`config.mk`:
```
export PLATFORM = sky130hd
export DESIGN_NAME = rt_sample_feed
export DESIGN_NICKNAME = d
export VERILOG_FILES = /design/src/rtl/rt_sample_feed.sv
export SDC_FILE = /design/constraint.sdc
export NUM_CORES = 1
export LEC_CHECK = 0
export BUFFER_PORTS_ARGS = -buffer_cell sky130_fd_sc_hd__buf_4
export CAP_MARGIN = 20
export CORE_MARGIN = 10
export CORE_UTILIZATION = 45
export CTS_BUF_LIST = sky130_fd_sc_hd__clkbuf_8
export DETAILED_ROUTE_END_ITERATION = 8
export HOLD_SLACK_MARGIN = 0.1
export PLACE_DENSITY = 0.69
export SLEW_MARGIN = 5
export SYNTH_ARGS = -nofsm -noshare
export SYNTH_HDL_FRONTEND = slang
export SYNTH_SLANG_ARGS = --single-unit
```
`constraint.sdc`:
```
create_clock -name clk -period 3.42 [get_ports clk]
set_input_delay 0.855 -clock clk [delete_from_list [all_inputs] [get_ports clk]]
set_output_delay 0.855 -clock clk [all_outputs]
set_load 0.02 [all_outputs]
```
`src/rtl/rt_sample_feed.sv`:
```
// Paces FIFO words out as interleaved multi-channel sample frames on a programmable tick.
// It prefetches one word, slices it into frames LSB-first, and counts underruns when a tick finds no data.
module rt_sample_feed #(
  parameter int WORD_W   = 16,
  parameter int SAMPLE_W = 2,
  parameter int NUM_CH   = 2
) (
  input  logic                         clk,
  input  logic                         reset_n,
  input  logic                         enable,
  input  logic                         flush,
  input  logic [15:0]                  rate_div,
  input  logic                         clear_status,
  input  logic [WORD_W-1:0]            fifo_rd_data,
  input  logic                         fifo_rd_empty,
  output logic                         fifo_rd_req,
  output logic [NUM_CH*SAMPLE_W-1:0]   sample_data,
  output logic                         sample_valid,
  output logic                         underrun,
  output logic [15:0]                  underrun_count
);

  localparam int FW    = NUM_CH * SAMPLE_W;
  localparam int F     = WORD_W / FW;
  localparam int IDX_W = (F > 1) ? $clog2(F) : 1;
  localparam logic [IDX_W-1:0] LAST_IDX = IDX_W'(F - 1);

  // state   | meaning
  // S_EMPTY | no word buffered; read issued when FIFO has data
  // S_FETCH | read issued, FIFO data arrives this cycle
  // S_READY | word buffered, r_idx selects next frame
  typedef enum logic [1:0] {S_EMPTY, S_FETCH, S_READY} state_t;

  state_t              r_state, w_state_nxt;
  logic [15:0]         r_cnt;
  logic [WORD_W-1:0]   r_word;
  logic [WORD_W-1:0]   w_word_shift;
  logic [FW-1:0]       w_frame;
  logic [IDX_W-1:0]    r_idx, w_idx_nxt;
  logic                r_run;
  logic                w_tick, w_consume, w_underrun, w_last, w_load, w_rd_req;

  // >= rather than == so a rate_div lowered below the running count still wraps
  assign w_tick     = enable && (r_cnt >= rate_div);
  assign w_consume  = w_tick && !flush && (r_state == S_READY);
  assign w_underrun = w_tick && !flush && (r_state != S_READY);
  assign w_last     = (r_idx == LAST_IDX);

  assign w_word_shift = r_word >> (32'(r_idx) * FW);
  assign w_frame      = w_word_shift[FW-1:0];
  assign fifo_rd_req  = w_rd_req;

  always_ff @(posedge clk or negedge reset_n) begin
    if (!reset_n) begin
      r_cnt <= 16'd0;
    end else if (!enable || w_tick) begin
      r_cnt <= 16'd0;
    end else begin
      r_cnt <= r_cnt + 16'd1;
    end
  end

  always_ff @(posedge clk or negedge reset_n) begin
    if (!reset_n) begin
      r_state <= S_EMPTY;
      r_idx   <= '0;
      r_word  <= '0;
      r_run   <= 1'b0;
    end else begin
      r_state <= w_state_nxt;
      r_idx   <= w_idx_nxt;
      r_run   <= 1'b1;
      if (w_load) r_word <= fifo_rd_data;
    end
  end

  // r_run keeps reads off until the first clock edge after reset release
  always_comb begin
    w_state_nxt = r_state;
    w_idx_nxt   = r_idx;
    w_rd_req    = 1'b0;
    w_load      = 1'b0;
    if (flush) begin
      w_state_nxt = S_EMPTY;
      w_idx_nxt   = '0;
    end else begin
      case (r_state)
        S_EMPTY: begin
          if (!fifo_rd_empty && r_run) begin
            w_rd_req    = 1'b1;
            w_state_nxt = S_FETCH;
          end
        end
        S_FETCH: begin
          w_load      = 1'b1;
          w_idx_nxt   = '0;
          w_state_nxt = S_READY;
        end
        S_READY: begin
          if (w_consume) begin
            if (!w_last) begin
              w_idx_nxt = r_idx + 1'b1;
            end else begin
              w_idx_nxt = '0;
              if (!fifo_rd_empty) begin
                w_rd_req    = 1'b1;
                w_state_nxt = S_FETCH;
              end else begin
                w_state_nxt = S_EMPTY;
              end
            end
          end
        end
        default: w_state_nxt = S_EMPTY;
      endcase
    end
  end

  always_ff @(posedge clk or negedge reset_n) begin
    if (!reset_n) begin
      sample_data  <= '0;
      sample_valid <= 1'b0;
    end else begin
      sample_valid <= w_consume;
      if (w_consume) sample_data <= w_frame;
    end
  end

  // a clear coinciding with an underrun leaves exactly that one underrun recorded
  always_ff @(posedge clk or negedge reset_n) begin
    if (!reset_n) begin
      underrun       <= 1'b0;
      underrun_count <= 16'd0;
    end else if (clear_status) begin
      underrun       <= w_underrun;
      underrun_count <= w_underrun ? 16'd1 : 16'd0;
    end else if (w_underrun) begin
      underrun <= 1'b1;
      if (underrun_count != 16'hFFFF) underrun_count <= underrun_count + 16'd1;
    end
  end

endmodule

```
Word-level counts from Yosys, hierarchy flattened

Index checks and enable logic that the tools add are counted.

Bits in registers: 59
Logic and storage cells: 63

Add/sub/neg operators: 3
$lt $le $gt $ge: 1
Equality and inequality tests: 8
Shifts and indexed selects: 1
Mux-type cells: 25
Reductions and logical operators: 16

Operators by type and width:

| cell                  | number |
|---|---|
| $mux 16               | 4 |
| $add 16x1->16 const B | 2 |
| $ge 16x16->1          | 1 |
| $ne 16x16->1 const B  | 1 |
| $shr 16x4->4          | 1 |
| $mux 2                | 7 |
| $mux 1                | 11 |
| $ne 3x3->1 const B    | 3 |
| $pmux 2 s3            | 1 |
| $logic_and 1x1->1     | 5 |
| $eq 2x2->1 const B    | 2 |
| $pmux 2 s2            | 1 |
| $reduce_and 2->1      | 2 |
| $reduce_bool 2->1     | 2 |
| $logic_not 1->1       | 3 |
| $reduce_and 3->1      | 1 |
| $reduce_bool 3->1     | 1 |
| $add 2x1->2 const B   | 1 |
| $eq 2x1->1 const B    | 1 |
| $logic_not 2->1       | 1 |
| $ne 2x2->1 const B    | 1 |
| $pmux 1 s2            | 1 |
| $logic_or 1x1->1      | 1 |

Logic depth before layout (Yosys ltp)

Gate-level depths: netlist of the first run.

Depth after elaboration: 7
Mapped depth: 9
Depth with buffers taken out: 8

Worst setup path before layout of the first run

OpenSTA, ideal clock, no wires.

Path kind: input -> output
From: input port rate_div[13]
To: output port fifo_rd_req
Arrival time: 3153 ps
Data required time: 2565 ps
Path slack: -588 ps
Stages on the path: 9
Cells stage by stage: inv_1 > ha_1 > nand4_1 > or3_4 > o32ai_4 > o21a_1 > buf_2 > a31oi_1 > nor4_1

Word-level cells in the longest chain between the ends: 7

RTL lines:

| what                           | RTL line | source |
|---|---|---|
| from (decl)                    | 12       | `input logic [15:0] rate_div,` |
| $ge 16x16->1                   | 44       | `assign w_tick = enable && (r_cnt >= rate_div);` |
| $logic_and 1x1->1              | 44       |  |
| $logic_and 1x1->1 (2 in a row) | 45       | `assign w_consume = w_tick && !flush && (r_state == S_READY);` |
| $mux 1                         | 100      | `if (w_consume) begin` |
| $pmux 1 s2                     | 87       | `case (r_state)` |
| $mux 1                         | 83       | `if (flush) begin` |
| to (decl)                      | 16       | `output logic fifo_rd_req,` |

No other way between the ends.

Worst setup path in the final report of the first run

From: input port rate_div[0]
To: output port fifo_rd_req

The elaborated chain is that of the path after synthesis.

==> impl_metrics.yaml, run 1 <==
synthesis:
  synth_edf_count: 0
  async_flop_share_pct: 100.0
  syn_area_sq_mm: 0.003276
  avgSynthCellArea_sq_um: 10.40
  synth_cell_type_count: 49
  ys_ff_latch: 59
  syn_inst: 315
  ys_warn_count: 0
  yosysSeqAreaShare_pct: 45.07
  syn-num-nets: 372
  synth_flop_cell: "dfrtp_1"
status:
  violations: "setup timing"
  outcome: "finished with violations"
global_routing:
  grt_max_degree: 60
  grt_pass1_wl_microns: 12740
  grt_pass1_vias: 2685
  overflow: 0
  antenna_found_initial: 0
  grt_usage_pct: 13.80
floorplanning:
  dieArea_sq_mm: 0.01109
  initial_core_util_pct: 45.65
  core_area_sq_mm: 0.007176
  rows: 31
  die_w_microns: 105.3
  chipHeight_microns: 105.3
  ios: 61
worst_hold_path:
  worst_hold_path.endpoint: "r_word[12]"
  hold_path_class: "reg2reg"
  whs_path_depth: 1
  hp-start: "r_word[12]"
place:
  place_hpwl_microns: 5351
  place.gp.congestion: 0.8087
  dp_slack_ns: -0.1608
  portBuffers: 60
worst_setup_path:
  reg2reg_slack_ns: 0.75
  required_ns: 2.56
  reg2reg_to: "underrun_count[4]"
  crit_arrival_ns: 2.65
  critical_path_class: "in2out"
  critPathLaunchType: "primary input"
  reg2reg_from: "r_cnt[0]"
  rr_worst_depth: 10
  end_kind: "output port"
  crit_path_max_fanout: 2
sta:
  rsz0062_at_grt: "yes"
  finalCriticalPeriod_ns: 3.506
  fin_ws_ns: -0.08567
  hold_viol_final: 0
  fin_setup_tns_ns: -0.08567
  slew_viol_final: 0
  finalSetupViolations: 1
  fin_skew_ns: 0.007725
  worst_pin_slew_ns: 0.7520
  max_freq_ghz: 0.2853
  relSlewSlack_pct: 49.87
  min_period_over_period_pct: 102.5
final_layout:
  drive_gt1_share_pct: 35.73
  multiInputGateArea_sq_mm: 0.001810
  fill_cells: 624
  final_common_cell: "buf_4"
  final-seq-area_sq_mm: 0.001476
  nets: 442
  n_antenna_cell: 0
  area_growth_pct: 29.87
  mostFrequentLayoutCells: "buf_4, dfrtp_1, nor2_1"
  finish.utilization_pct: 59.29
route:
  drc: 0
  first_iter_violations: 144
  route.antenna.remaining_nets: 0
  dr.pass1.iters: 4
  vias_per_cell: 5.195
  routed_wl_microns: 7249
  wl_per_cell_microns: 14.85
  dr_total_vias: 2535
pwr:
  vdd_drop_max_mv: 0.2975
  p_leak_nw: 1.968
  p_per_area_mw_per_mm2: 387.0
job:
  cap_violations: 0
clocking:
  cts_buffer_depth: 2
  cts_tree: "built"
  cts_inserted_buffers: 9
  cts_root_buf: "clkbuf_8"
  ctsHtreeMaxLevel: 3
  path_clk_slew_ns: 0.06
  clk_latency_ns: 0.33
  cts.sinks: 59
[cell type report]
class | count | area share, %
well taps | 99 | 2.912
multi-input cells | 222 | 42.56
clock buffers | 13 | 4.206
clock inverters | 2 | 0.7941
flip-flops and latches | 59 | 34.71
inverters | 24 | 2.471
repair buffers | 69 | 12.35
[worst max-delay path, stage by stage]
cell and delay, ns:
buf_4 0.11, ha_1 0.27, nand2b_1 0.15, a2111oi_2 0.37, buf_4 0.18, o32ai_4 0.08
o21a_1 0.22, a31oi_4 0.21, nor4_4 0.05, buf_4 0.16
[how the worst max path moves through the flow]
stage | slack [ns] | end | from | depth (start not counted)
global route | -0.20 | fifo_rd_req | rate_div[13] | 10
finish | -0.09 | fifo_rd_req | rate_div[0] | 10
global placement | -0.1 | fifo_rd_req | rate_div[0] | 10
floorplan | -0.12 | fifo_rd_req | rate_div[7] | 9
CTS | -0.13 | fifo_rd_req | rate_div[14] | 10
detailed placement | -0.16 | fifo_rd_req | rate_div[0] | 10
[timing repair]
action / 4_1_cts / 5_1_grt
endpoints found under the hold margin: 0 / 0
cloned: 0 / 0
resized for setup: 4 / 3
setup buffers: 1 / 0
setup endpoints to repair: 1 / 1
hold buffers: 0 / 0
pin swaps: 2 / 2
[flip-flops by register name, summed over array words and instances, names as in the netlist]
name,count
r_cnt,16
r_word,16
underrun_count,16
sample_data,4
r_idx,2
r_state,2
r_run,1
sample_valid,1
underrun,1
[logic make-up (layout without fill, tap and decap cells)]
kind of cell    after synthesis  count (layout)  synth area share (%)
mux                          34              34                 13.06
fa+ha+maj                    19              19                 7.258
compound gates               41              41                 8.977
other cells                   1               1                0.1145
flops                        59              59                 45.07
xor+xnor                     12              12                 3.209
simple gates                115             115                 18.14
buf+inv                      34             108                 4.163
[per-stage QoR]
stage / instance area, sq um / std cells / hold slack (ns) / total power [mW]
global route: 4254 / 488 / 0.5225 / 1.723
detailed placement: 3984 / 472 / 0.4910 / 0.9906
finish: 4254 / 488 / 0.5003 / 1.647
global placement: 3984 / 472 / 0.4875 / 0.9814
floorplan: 3402 / 315 / 0.4737 / 0.9048
CTS: 4234 / 488 / 0.5054 / 1.667
[cells in the mapped netlist (3+ instances only)]
cell type	instances	area, sq um
xor2_1	7	61.31
nand2b_1	4	25.02
mux4_2	4	90.09
o21ai_0	3	15.01
a31oi_1	3	18.77
mux2_1	9	101.4
dfrtp_1	59	1476
nor2_1	32	120.1
ha_1	19	237.7
nand2_1	19	71.32
nand4_1	9	56.30
mux2_2	21	236.5
clkbuf_1	7	26.28
o21a_1	4	30.03
nor3_1	3	15.01
a21oi_1	15	75.07
and3_1	9	56.30
or3_1	4	25.02
nand3_1	10	50.05
xnor2_1	5	43.79
inv_1	24	90.09
nor2b_1	12	75.07
[where the power goes]
part	leakage [nW]	internal [mW]	switching, mW
clock network	0.113	0.410	0.258
logic	1.07	0.114	0.0767
registers	0.786	0.756	0.0319
[routing by layer]
layer  routed length, microns  vias up  track usage [%]  part of all wire [%]
li1                         -     1244                -                     -
met3                      403       12            4.629                   5.6
met2                     3310       52            21.96                    46
met5                        0        -                0                     0
met4                       95        0            5.294                   1.3
met1                     3439     1227            16.94                    47
(Power assumes the default switching activity.)
==> inputs of run 2 (changes only) <==
--- a/config.mk
+++ b/config.mk
@@ -13,6 +13,7 @@
 export DETAILED_ROUTE_END_ITERATION = 8
 export HOLD_SLACK_MARGIN = 0.1
 export PLACE_DENSITY = 0.69
+export RECOVER_POWER = 100
 export SLEW_MARGIN = 5
 export SYNTH_ARGS = -nofsm -noshare
 export SYNTH_HDL_FRONTEND = slang
==> run 2 against run 1 <==
- the run still ends with setup timing left
- largest cell class unchanged
- clock-buffer cell count unchanged
- clock skew about the same
- sequential cell count unchanged
- sequential share of layout area up 0.83 points
- first-iteration DRC count down 9.0%
- critical endpoint unchanged
- routed wire length down 0.26%
- non-clock buffer count unchanged
- largest power group unchanged
==> impl_metrics.yaml, run 2 (synthesis results as in run 1) <==
worst_setup_path:
  slowest_delay_ns: 0.37
  crit_path_max_fanout: 2
  critical_path_class: "in2out"
  slowest_stage: "a2111oi_2"
  end_kind: "output port"
  critPathLaunchType: "primary input"
  required_ns: 2.56
  worstPathCellList: "buf_4 -> ha_1 -> nand2b_1 -> a2111oi_2 -> buf_4 -> o32ai_4 -> o21a_1 -> a31oi_4 -> nor4_4 -> buf_4"
  crit_path_start: "rate_div[0]"
  reg2reg_from: "r_cnt[0]"
  critPathTopFamily: "compound AO/OA/AOI/OAI gates"
  crit_arrival_ns: 2.65
  path_buf_inv: 3
  crit_top_cell: "buf_4"
floorplanning:
  core_area_sq_mm: 0.007176
  die_w_microns: 105.3
  rows: 31
  initial_core_util_pct: 45.65
  ios: 61
  chipHeight_microns: 105.3
  dieArea_sq_mm: 0.01109
clocking:
  clk_latency_ns: 0.33
  cts_tree: "built"
  ctsHtreeMaxLevel: 3
  cts_inserted_buffers: 9
  hold_buffers: 0
  path_clk_slew_ns: 0.06
  cts_buffer_depth: 2
  cts_root_buf: "clkbuf_8"
  cts.sinks: 59
sta:
  hold_viol_final: 0
  fin_setup_tns_ns: -0.08478
  min_period_over_period_pct: 102.5
  fin_skew_ns: 0.007438
  worst_pin_slew_ns: 1.463
  relSlewSlack_pct: 2.467
  fin_ws_ns: -0.08478
  max_freq_ghz: 0.2853
  slew_viol_final: 0
  holdWs_ns: 0.4998
  finalSetupViolations: 1
  finalCriticalPeriod_ns: 3.505
  rsz0062_at_grt: "yes"
pwr:
  p_per_area_mw_per_mm2: 396.0
  vdd_drop_max_mv: 0.2956
  p_leak_nw: 1.865
final_layout:
  final-seq-area_sq_mm: 0.001476
  nets: 442
  drive_gt1_share_pct: 29.05
  final_common_cell: "dfrtp_1"
  reg.largest.list: "r_cnt x16, r_word x16, underrun_count x16"
  n_antenna_cell: 0
  finish.utilization_pct: 57.91
  fin_cells: 488
  multiInputGateArea_sq_mm: 0.001804
  area_growth_pct: 26.85
  fill_cells: 656
  mostFrequentLayoutCells: "dfrtp_1, buf_4, nor2_1"
worst_hold_path:
  hp-start: "r_word[12]"
  hold_path_class: "reg2reg"
place:
  placed_cells: 472
  portBuffers: 60
  place.gp.congestion: 0.8087
  place_hpwl_microns: 5351
route:
  top_layer: "met4"
  wl_per_cell_microns: 14.82
  met3WireLength_microns: 381
  vias_per_cell: 5.211
  dr.pass1.iters: 6
  wl_met1_microns: 3411
  dr_wl_met2_microns: 3329
  routed_wl_microns: 7230
  drc: 0
  route.antenna.remaining_nets: 0
  dr_total_vias: 2543
  first_iter_violations: 131
status:
  violations: "setup timing"
  outcome: "finished with violations"
global_routing:
  antenna_found_initial: 0
  grt_pass1_vias: 2685
  grt_pass1_wl_microns: 12740
  grt_max_degree: 60
  overflow: 0
  grt_usage_pct: 13.80
job:
  cap_violations: 0
-- run 2: worst paths after layout --
check	cells after the start	slack [ns]	endpoint
min in group asynchronous	1	0.86	r_cnt[14]
worst max register to register	10	0.42	sample_data[2]
worst min-delay path	1	0.50	r_word[12]
max in group asynchronous	1	1.67	r_cnt[8]
worst min register to register	1	0.50	r_word[12]
worst max-delay path	10	-0.08	fifo_rd_req
-- run 2: timing repair --
item | 4_1_cts | 5_1_grt
setup buffers | 1 | 0
endpoints found under the setup margin | 1 | 1
resized for setup | 4 | 3
pin swaps | 2 | 2
gates cloned | 0 | 0
-- run 2: worst register-to-register path: stages, from the launching register on --
cell       delay (ns)
dfrtp_1          0.41
inv_1            0.07
ha_1             0.26
nand2b_1         0.15
a2111oi_2        0.37
buf_4            0.18
o32ai_4          0.08
buf_4            0.16
o21ai_1          0.59
nor2_1           0.28
mux2_2           0.33
-- run 2: report_power, final --
group          total, mW  switching [mW]  internal [mW]
Clock              0.668           0.259          0.410
Sequential         0.787          0.0319          0.756
Combinational      0.189          0.0763          0.113
Total               1.65           0.367           1.28
-- run 2: area by class of cell --
cell class	count	share of cell area [%]
Clock buffer	13	4.306
Clock inverter	2	0.8130
Inverter	24	2.529
Multi-Input combinational cell	222	43.42
Sequential cell	59	35.53
Tap cell	99	2.981
Timing Repair Buffer	69	10.42
-- run 2: per-stage QoR --
| stage | power [mW] | worst slack (ns) | cell area, sq um |
|---|---|---|---|
| final | 1.645 | -0.08478 | 4155 |
| after global routing | 1.721 | -0.1992 | 4155 |
| after CTS | 1.667 | -0.1318 | 4234 |
| after detailed placement | 0.9906 | -0.1608 | 3984 |
| after global placement | 0.9814 | -0.09970 | 3984 |
| after floorplan | 0.9048 | -0.1188 | 3402 |
-- run 2: per-layer routing --
| metal | global-route usage, % | vias up |
|---|---|---|
| met1 | 16.94 | 1237 |
| met5 | 0 | - |
| met3 | 4.629 | 15 |
| met2 | 21.96 | 51 |
| li1 | - | 1240 |
| met4 | 5.294 | 0 |
==> inputs of run 3 (changes only) <==
--- a/config.mk
+++ b/config.mk
@@ -12,6 +12,7 @@
 export CTS_BUF_LIST = sky130_fd_sc_hd__clkbuf_8
 export DETAILED_ROUTE_END_ITERATION = 8
 export HOLD_SLACK_MARGIN = 0.1
+export MAX_ROUTING_LAYER = met4
 export PLACE_DENSITY = 0.69
 export RECOVER_POWER = 100
 export SLEW_MARGIN = 5
==> run 3 against run 2 <==
- first-iteration DRC count fell by 6.9%
- clock power about the same
- non-clock buffer count stayed put
- register-to-register slack got worse by 0.02 ns
- the flow still finishes with violations (setup timing)
- critical path type unchanged
==> impl_metrics.yaml, run 3 (synthesis results as in run 1) <==
worst_setup_path:
  reg2reg_from: "r_cnt[0]"
  end_kind: "output port"
  worstPathCellList: "buf_4 -> ha_1 -> nand2b_1 -> a2111oi_2 -> buf_4 -> o32ai_4 -> o21a_1 -> a31oi_4 -> nor4_4 -> buf_4"
  slowest_delay_ns: 0.37
  crit_top_cell: "buf_4"
  critical_path_class: "in2out"
  required_ns: 2.56
  crit_arrival_ns: 2.65
  critPathLaunchType: "primary input"
  crit_path_max_fanout: 2
  slowest_stage: "a2111oi_2"
  crit_path_start: "rate_div[0]"
route:
  drc: 0
  dr_total_vias: 2533
  route.antenna.remaining_nets: 0
  dr.pass1.iters: 4
  routed_wl_microns: 7201
  vias_per_cell: 5.191
  wl_per_cell_microns: 14.76
  first_iter_violations: 122
pwr:
  finalPower_mw: 1.644
  power_frac_comb_pct: 11.5
  power_frac_seq_pct: 47.9
  power.switching_uw: 365.4
  p_clk_share_pct: 40.6
  p_per_area_mw_per_mm2: 395.6
  vdd_drop_max_mv: 0.2953
  swShare_pct: 22.23
  p_leak_nw: 1.865
  p_int_mw: 1.278
global_routing:
  antenna_found_initial: 0
  grt_pass1_wl_microns: 12760
  overflow: 0
  grt_pass1_vias: 2684
  grt_usage_pct: 14.20
  grt_max_degree: 60
floorplanning:
  chipHeight_microns: 105.3
  die_w_microns: 105.3
  core_area_sq_mm: 0.007176
  ios: 61
  initial_core_util_pct: 45.65
  rows: 31
  dieArea_sq_mm: 0.01109
final_layout:
  finish.utilization_pct: 57.91
  reg.largest.list: "r_cnt x16, r_word x16, underrun_count x16"
  n_antenna_cell: 0
  area_growth_pct: 26.85
  drive_gt1_share_pct: 29.05
  final_common_cell: "dfrtp_1"
  nets: 442
  mostFrequentLayoutCells: "dfrtp_1, buf_4, nor2_1"
  fin_cells: 488
sta:
  fin_setup_tns_ns: -0.08551
  finalCriticalPeriod_ns: 3.506
  relSlewSlack_pct: 2.544
  worst_pin_slew_ns: 1.462
  fin_ws_ns: -0.08551
  finalSetupViolations: 1
  rsz0062_at_grt: "yes"
  hold_viol_final: 0
  fin_skew_ns: 0.008434
  min_period_over_period_pct: 102.5
  slew_viol_final: 0
  max_freq_ghz: 0.2853
place:
  place.gp.congestion: 0.8205
  portBuffers: 60
  place_hpwl_microns: 5351
  placed_cells: 472
clocking:
  cts_root_buf: "clkbuf_8"
  cts_tree: "built"
  path_clk_slew_ns: 0.06
  hold_buffers: 0
  clk_latency_ns: 0.33
  cts_buffer_depth: 2
  ctsHtreeMaxLevel: 3
  cts_inserted_buffers: 9
  cts.sinks: 59
worst_hold_path:
  hp-start: "r_word[12]"
  hold_path_class: "reg2reg"
status:
  outcome: "finished with violations"
  violations: "setup timing"
job:
  cap_violations: 0
run 3: cell counts in the layout (fill, tap and decap cells not counted):
Identical to the previous run, type by type.
run 3: worst max-delay path, delay by kind of cell:
family | cells | cell delay [ns]
buffers and inverters | 3 | 0.45
and+or+nand+nor | 2 | 0.20
adders and majority gates | 1 | 0.27
AOI/OAI and AO/OA | 4 | 0.88
run 3: power groups by stage:
| stage | Sequential, mW | Clock, mW | Combinational, mW |
|---|---|---|---|
| after global routing | 0.796 | 0.713 | 0.212 |
| after global placement | 0.798 | 0 | 0.183 |
| after floorplan | 0.790 | 0 | 0.115 |
| final | 0.787 | 0.667 | 0.189 |
| after CTS | 0.787 | 0.686 | 0.194 |
| after detailed placement | 0.801 | 0 | 0.190 |
run 3: worst paths after layout:
kind,to,slack [ns],cells past startpoint
worst min-delay path,r_word[12],0.50,1
min in group asynchronous,r_cnt[14],0.86,1
worst max-delay path,fifo_rd_req,-0.09,10
max in group asynchronous,r_cnt[8],1.67,1
worst max register to register,sample_data[2],0.40,10
worst min register to register,r_word[12],0.50,1
run 3: what timing repair did:
action | 4_1_cts | 5_1_grt
setup endpoints to repair | 1 | 1
pin swaps | 2 | 2
setup buffers | 1 | 0
resized for setup | 4 | 3
run 3: stage by stage:
stage,instance area [sq um],setup WS (ns),hold slack [ns]
finish,4155,-0.08551,0.4999
global route,4155,-0.1998,0.5224
CTS,4234,-0.1318,0.5054
detailed placement,3984,-0.1608,0.4910
global placement,3984,-0.09970,0.4875
floorplan,3402,-0.1188,0.4737
run 3: routing by layer:
metal  global-route usage, %  part of all wire (%)  vias to the layer above
met2                   21.96                    46                       49
met3                   3.898                   4.7                       10
met5                       -                     0                        -
met1                   17.27                    48                     1232
met4                   5.588                   1.5                        0
li1                        -                     -                     1242
run 3: final cells by class:
class | instances | area (sq um)
multi-input combinational | 222 | 1804
clock buffer | 13 | 178.9
inverter | 24 | 105.1
timing repair buffer | 69 | 432.9
sequential | 59 | 1476
tap | 99 | 123.9
clock inverter | 2 | 33.78
fill | 656 | 3020
